[config.mk]
export PLATFORM = sky130hd
export DESIGN_NAME = bucket_drain_flat
export DESIGN_NICKNAME = d
export VERILOG_FILES = /design/src/rtl/bucket_drain_if.sv /design/src/rtl/bucket_drain.sv /design/src/flat_wrapper.sv
export SDC_FILE = /design/constraint.sdc
export NUM_CORES = 2
export LEC_CHECK = 0
export ABC_AREA = 1
export ABC_CLOCK_PERIOD_IN_PS = 7600
export BUFFER_PORTS_ARGS = -buffer_cell sky130_fd_sc_hd__buf_2
export CORE_ASPECT_RATIO = 1.2
export CORE_UTILIZATION = 50
export CTS_CLUSTER_SIZE = 24
export DETAILED_ROUTE_END_ITERATION = 8
export PLACE_DENSITY = 0.68
export SETUP_SLACK_MARGIN = 0.2
export SYNTH_ARGS = -nofsm -noshare
export SYNTH_HDL_FRONTEND = slang
export SYNTH_SLANG_ARGS = --single-unit
[constraint.sdc]
create_clock -name clk -period 7.6 [get_ports clk]
set_input_delay 0.38 -clock clk [delete_from_list [all_inputs] [get_ports clk]]
set_output_delay 0.38 -clock clk [all_outputs]
set_load 0.01 [all_outputs]
[src/rtl/bucket_drain_if.sv]
// Storage read port plus the drained bucket stream of bucket_drain.
interface bucket_drain_if #(
  parameter int N   = 3,
  parameter int W   = 32,
  parameter int D_L = 16,
  parameter int M   = 32
);
  logic [D_L-1:0] bs_rd_addr;
  logic [M-1:0]   bs_rd_meta;
  logic [N*W-1:0] bs_rd_data;
  logic [M-1:0]   bs_rd_meta_o;
  logic           out_valid;
  logic           out_ready;
  logic [N*W-1:0] out_data;
  logic [D_L-1:0] out_addr;
  logic           out_last;

  modport master (
    output bs_rd_addr, bs_rd_meta, out_valid, out_data, out_addr, out_last,
    input  bs_rd_data, bs_rd_meta_o, out_ready
  );
  modport slave (
    input  bs_rd_addr, bs_rd_meta, out_valid, out_data, out_addr, out_last,
    output bs_rd_data, bs_rd_meta_o, out_ready
  );
endinterface

[src/rtl/bucket_drain.sv]
// Streams a range of buckets out of latency-RD_LAT storage through a credit-
// guarded skid FIFO, then publishes a fresh epoch timestamp.
module bucket_drain #(
  parameter int N      = 3,
  parameter int W      = 32,
  parameter int D      = 65536,
  parameter int D_L    = $clog2(D),
  parameter int M      = 32,
  parameter int RD_LAT = 7,
  parameter int FIFO_D = 16
) (
  input  logic           clk,
  input  logic           rst_n,
  input  logic           start,
  input  logic [D_L-1:0] first_addr,
  input  logic [D_L-1:0] last_addr,
  input  logic [63:0]    timestamp,
  output logic           busy,
  output logic           done,
  output logic [63:0]    epoch_ts,
  bucket_drain_if.master bus
);
  localparam int FW  = N*W + D_L + 1;
  localparam int FA  = $clog2(FIFO_D);
  localparam int CW  = $clog2(FIFO_D+1);
  localparam int WCW = $clog2(RD_LAT+1);

  generate
    if (M < D_L+2) begin : g_bad_meta
      $error("bucket_drain: M must hold addr, last and valid");
    end
    if (FIFO_D < RD_LAT+2) begin : g_bad_fifo
      $error("bucket_drain: FIFO_D must cover the read pipeline");
    end
  endgenerate

  typedef enum logic [2:0] {WARM, IDLE, ISSUE, FLUSH, FIN} state_t;

  state_t         state;
  logic [WCW-1:0] warm_cnt;
  logic [D_L-1:0] cur, last_q;
  logic           empty_q;
  logic [CW-1:0]  credits;
  logic [FW-1:0]  mem [FIFO_D];
  logic [FA-1:0]  wr_ptr, rd_ptr;
  logic [CW-1:0]  count;
  logic           issue, push, pop;
  logic           unused_meta;

  assign issue = (state == ISSUE) && !empty_q && (credits != '0);
  // Returns landing during WARM belong to an aborted drain and are dropped.
  assign push  = (state != WARM) && bus.bs_rd_meta_o[D_L+1];
  assign pop   = bus.out_valid && bus.out_ready;
  assign unused_meta = ^bus.bs_rd_meta_o;

  assign bus.out_valid = (count != '0);
  assign {bus.out_data, bus.out_addr, bus.out_last} = mem[rd_ptr];

  always_ff @(posedge clk) begin
    if (push) mem[wr_ptr] <= {bus.bs_rd_data, bus.bs_rd_meta_o[D_L-1:0], bus.bs_rd_meta_o[D_L]};
  end

  always_ff @(posedge clk or negedge rst_n) begin
    if (!rst_n) begin
      wr_ptr  <= '0;
      rd_ptr  <= '0;
      count   <= '0;
      credits <= CW'(FIFO_D);
    end else begin
      if (push) wr_ptr <= (wr_ptr == FA'(FIFO_D-1)) ? '0 : wr_ptr + 1'b1;
      if (pop)  rd_ptr <= (rd_ptr == FA'(FIFO_D-1)) ? '0 : rd_ptr + 1'b1;
      if (push && !pop)      count <= count + 1'b1;
      else if (pop && !push) count <= count - 1'b1;
      if (issue && !pop)      credits <= credits - 1'b1;
      else if (pop && !issue) credits <= credits + 1'b1;
    end
  end

  always_ff @(posedge clk or negedge rst_n) begin
    if (!rst_n) begin
      state          <= WARM;
      warm_cnt       <= '0;
      busy           <= 1'b1;
      done           <= 1'b0;
      epoch_ts       <= '0;
      cur            <= '0;
      last_q         <= '0;
      empty_q        <= 1'b0;
      bus.bs_rd_addr <= '0;
      bus.bs_rd_meta <= '0;
    end else begin
      done           <= 1'b0;
      bus.bs_rd_meta <= '0;
      case (state)
        WARM: begin
          if (warm_cnt == WCW'(RD_LAT)) begin
            state <= IDLE;
            busy  <= 1'b0;
          end else begin
            warm_cnt <= warm_cnt + 1'b1;
          end
        end
        IDLE: begin
          if (start) begin
            cur     <= first_addr;
            last_q  <= last_addr;
            empty_q <= (first_addr > last_addr);
            state   <= ISSUE;
            busy    <= 1'b1;
          end
        end
        ISSUE: begin
          if (empty_q) begin
            state <= FIN;
            done  <= 1'b1;
          end else if (issue) begin
            bus.bs_rd_addr <= cur;
            bus.bs_rd_meta <= M'({1'b1, cur == last_q, cur});
            // Stop on last_q rather than incrementing, so D-1 never wraps to 0.
            if (cur == last_q) state <= FLUSH;
            else               cur   <= cur + 1'b1;
          end
        end
        FLUSH: begin
          if (pop && bus.out_last) begin
            state <= FIN;
            done  <= 1'b1;
          end
        end
        FIN: begin
          epoch_ts <= timestamp;
          state    <= IDLE;
          busy     <= 1'b0;
        end
        default: state <= WARM;
      endcase
    end
  end
endmodule

[src/flat_wrapper.sv]
// flat-port wrapper written by rule: the top's interface ports become plain ports
module bucket_drain_flat 
#(
  parameter int N      = 3,
  parameter int W      = 32,
  parameter int D      = 65536,
  parameter int D_L    = $clog2(D),
  parameter int M      = 32,
  parameter int RD_LAT = 7,
  parameter int FIFO_D = 16
)
  (clk, rst_n, start, first_addr, last_addr, timestamp, busy, done, epoch_ts, bus_bs_rd_addr, bus_bs_rd_meta, bus_out_valid, bus_out_data, bus_out_addr, bus_out_last, bus_bs_rd_data, bus_bs_rd_meta_o, bus_out_ready);
  bucket_drain_if #(.N(N), .W(W), .D_L(D_L), .M(M)) bus_i ();
  input  logic clk;
  input  logic rst_n;
  input  logic start;
  input  logic [D_L-1:0] first_addr;
  input  logic [D_L-1:0] last_addr;
  input  logic [63:0] timestamp;
  output logic busy;
  output logic done;
  output logic [63:0] epoch_ts;
  output wire logic [$bits(bus_i.bs_rd_addr)-1:0] bus_bs_rd_addr;
  output wire logic [$bits(bus_i.bs_rd_meta)-1:0] bus_bs_rd_meta;
  output wire logic [$bits(bus_i.out_valid)-1:0] bus_out_valid;
  output wire logic [$bits(bus_i.out_data)-1:0] bus_out_data;
  output wire logic [$bits(bus_i.out_addr)-1:0] bus_out_addr;
  output wire logic [$bits(bus_i.out_last)-1:0] bus_out_last;
  input wire logic [$bits(bus_i.bs_rd_data)-1:0] bus_bs_rd_data;
  input wire logic [$bits(bus_i.bs_rd_meta_o)-1:0] bus_bs_rd_meta_o;
  input wire logic [$bits(bus_i.out_ready)-1:0] bus_out_ready;
  assign bus_bs_rd_addr = bus_i.bs_rd_addr;
  assign bus_bs_rd_meta = bus_i.bs_rd_meta;
  assign bus_out_valid = bus_i.out_valid;
  assign bus_out_data = bus_i.out_data;
  assign bus_out_addr = bus_i.out_addr;
  assign bus_out_last = bus_i.out_last;
  assign bus_i.bs_rd_data = bus_bs_rd_data;
  assign bus_i.bs_rd_meta_o = bus_bs_rd_meta_o;
  assign bus_i.out_ready = bus_out_ready;
  bucket_drain #(.N(N), .W(W), .D(D), .D_L(D_L), .M(M), .RD_LAT(RD_LAT), .FIFO_D(FIFO_D)) u_core (.clk(clk), .rst_n(rst_n), .start(start), .first_addr(first_addr), .last_addr(last_addr), .timestamp(timestamp), .busy(busy), .done(done), .epoch_ts(epoch_ts), .bus(bus_i));
endmodule
==> metrics <==
final setup margin=2199 ps; crit start category=register; initial core utilization=approximately half; outcome=finished, final reports clean; clk_lat worst skew=about 840 ps; Synth Register Bits=a little under 2000; Vias=49210; via density per instance=just under 6; Clk pin slew, worst setup/hold paths=around 60 ps; crit path kind=register to primary output; largest net degree at the start of global routing=approximately 240; DR DRC count=0; Req. time, crit path=7220 ps; worst r2r path cells=8; Ports=between 400 and 500; CTS max path bufs=3; pwr/cell area=between 300 and 400 mW/mm²; CTS Buf Count=~190; GP Congestion=between 0.8 and 0.9; hold depth=4; final WL=198200 µm; Pleak=approximately 0.031 µW; post-layout min period=~5400 ps; max_cap viols=0; grt ovf=0; num rows=around 160; area share of the largest cell type after synthesis=a little over two thirds; Clock Skews=~36 ps; crit share post-route=between 70% and 80%; Max FO, Critical Path=slightly below 50; Iteration-0 DRC Markers=roughly 5600; layout overhead on the synthesized area=15.16%; # setup viols final=0; share of cells above drive strength 1=14.14%; Synth Instances=5691; worst hold slack=about 160 ps; Max Fclk=approximately 0.19 GHz; clk root buf=clkbuf_16; Die ar.=0.1553 mm²; clk sinks=roughly 2000; I/O Buffers=roughly 430; Post-synth top cells=edfxtp_1, nand2_1, o21ai_0, nor2_1, a21oi_1; top_reg_cell synth=edfxtp_1; fin. max-slew vios=0; Worst Tran Pin Value=1231 ps; Die Height=~430 µm; pre-CTS setup slack=roughly 3000 ps; routed length per instance=roughly 24 µm; min-delay worst type=input port to register; YS warnings=0; ys async rst share=around 8%; Worst EP arrival=5020 ps; final net count=~6500; Cell Area, Synth=0.07687 mm²; CTS tree=built; Seq/Total Area, Yosys=approximately 76%; Synth Area per Inst=about 14 µm²; Synth area leaders=edfxtp_1, dfrtp_1, nand2_1; relative slew slack=about 18%; RSZ-0062 raised after global routing=false; crit end category=primary output; postcts setup bufs=0; Yosys cell types=53; most instantiated library cell after synthesis=edfxtp_1; drt first pass iters=5; Post-synth EDFFs=between 1500 and 2000; initial antenna violation count=21; core footprint=~0.15 mm²; VDD IR-drop max=0.3552 mV; Die X=359.9 µm; Final Hold Fails=0; hpwl dp=around 95000 µm; Fillers=11750; Yosys top cell by area=edfxtp_1; first-pass GRT wire length=293000 µm; Setup TNS=0 ps; vias in the first global route=about 47000; total track usage=around a quarter; Max H-tree Level=4; post-route ant nets=0
metrics by stage:
| stage | power (µW) | cell area [µm²] | cells | util [%] |
|---|---|---|---|---|
| after floorplan | 20760 | 76920 | 5704 | - |
| after global placement | 24560 | 80450 | 7796 | 52.71 |
| after detailed placement | 24810 | 80450 | 7796 | 52.71 |
| after CTS | 33900 | 88500 | 8347 | 57.98 |
| after global routing | 35390 | 88510 | 8353 | 57.99 |
| final | 33800 | 88520 | 8357 | 58.00 |
layer usage:
layer	vias to the layer above	GRT usage (%)	wire length, µm
met3	401	4.451	15430
met1	24490	33.00	79710
li1	22130	-	-
met5	-	0	92
met4	14	8.407	5772
met2	2178	41.93	97180
where the power goes:
| group | leakage, µW | switching, µW | total, µW | internal (µW) |
|---|---|---|---|---|
| sequential | 0.0182 | 570 | 13600 | 13000 |
| clock | 0.00289 | 3980 | 9060 | 5080 |
| combinational | 0.00973 | 7880 | 11200 | 3280 |
| total | 0.0308 | 12400 | 33800 | 21400 |
cell type report:
type                       instances  area [µm²]  share of cell area, %
clock inverter                   120        1077                  1.217
multi-input combinational       3268       16590                  18.74
clock buffer                     220        4855                  5.484
inverter                          88       360.3                 0.4071
sequential                      1965       58240                  65.79
timing repair buffer             699        4888                  5.522
tap                             1987        2486                  2.809
antenna                           10       25.02                0.02827
repair_timing:
item                      4_1_cts  5_1_grt
gates resized for setup         0        0
hold buffers                  211        0
hold endpoints to repair     2004        0
flip-flops by register name (all words and copies together) (netlist names):
signal,flops
u_core.rd_ptr,4
u_core.epoch_ts,64
u_core.last_q,16
u_core.wr_ptr,4
u_core.empty_q,1
u_core.state,3
u_core.credits,5
u_core.bus.bs_rd_meta,18
u_core.busy,1
u_core.count,5
u_core.mem,1808
u_core.cur,16
u_core.done,1
u_core.warm_cnt,3
u_core.bus.bs_rd_addr,16
critical path, stage by stage (launching register included):
cell	delay, ps
dfrtp_4	930
inv_4	420
nor2_4	250
buf_4	650
buf_4	820
nand2_1	100
a21oi_1	150
a211oi_1	60
o21ai_0	150
o21ai_0	330
buf_2	250
cells by family (layout without fill, tap and decap cells):
kind of cell             after synthesis  after routing  share of synthesized area, %
other                                  1             24                      0.004879
multiplexers                          67             67                        0.9799
XOR/XNOR                              15             15                        0.1709
adder cells (fa/ha/maj)               34             34                        0.5730
flip-flops                          1965           1965                         75.75
buffers and inverters                471           1127                         2.909
AO/OA/AOI/OAI                       1354           1354                         10.23
AND/OR/NAND/NOR                     1784           1784                         9.387
path summary, 6_finish.rpt:
check	start	end	slack (ps)
max	u_core.rd_ptr[2]$_DFFE_PN0P_	bus_out_data[57]	2200
min	bus_bs_rd_meta_o[17]	u_core.wr_ptr[3]$_DFFE_PN0P_	160
max reg2reg	u_core.state[1]$_DFFE_PN0P_	u_core.mem[9][24]$_DFFE_PP_	3190
min reg2reg	u_core.bus.bs_rd_addr[10]$_DFFE_PN0P_	u_core.bus.bs_rd_addr[10]$_DFFE_PN0P_	480
max in group asynchronous	rst_n	u_core.epoch_ts[40]$_DFFE_PN0N_	6010
min in group asynchronous	rst_n	u_core.epoch_ts[42]$_DFFE_PN0N_	250
cell usage in the layout, fill, tap and decap left out, types with 14 or more instances in the layout:
cell type / count
buf_4: 47
o21ai_0: 568
nand2_1: 945
ha_1: 32
buf_12: 14
dfrtp_1: 151
nor2_1: 510
clkinv_1: 47
edfxtp_1: 1808
nand4_1: 64
inv_1: 72
a221oi_1: 114
o21ai_1: 109
clkbuf_1: 29
mux2_2: 66
o221a_2: 26
o22ai_1: 140
dlygate4sd3_1: 211
clkinv_2: 30
conb_1: 14
o221ai_1: 58
clkbuf_16: 188
bufinv_16: 15
nand3_1: 225
a211oi_1: 27
a21oi_1: 298
inv_6: 14
buf_2: 426
nor2_4: 18
Power figures use the tool's default switching activity.
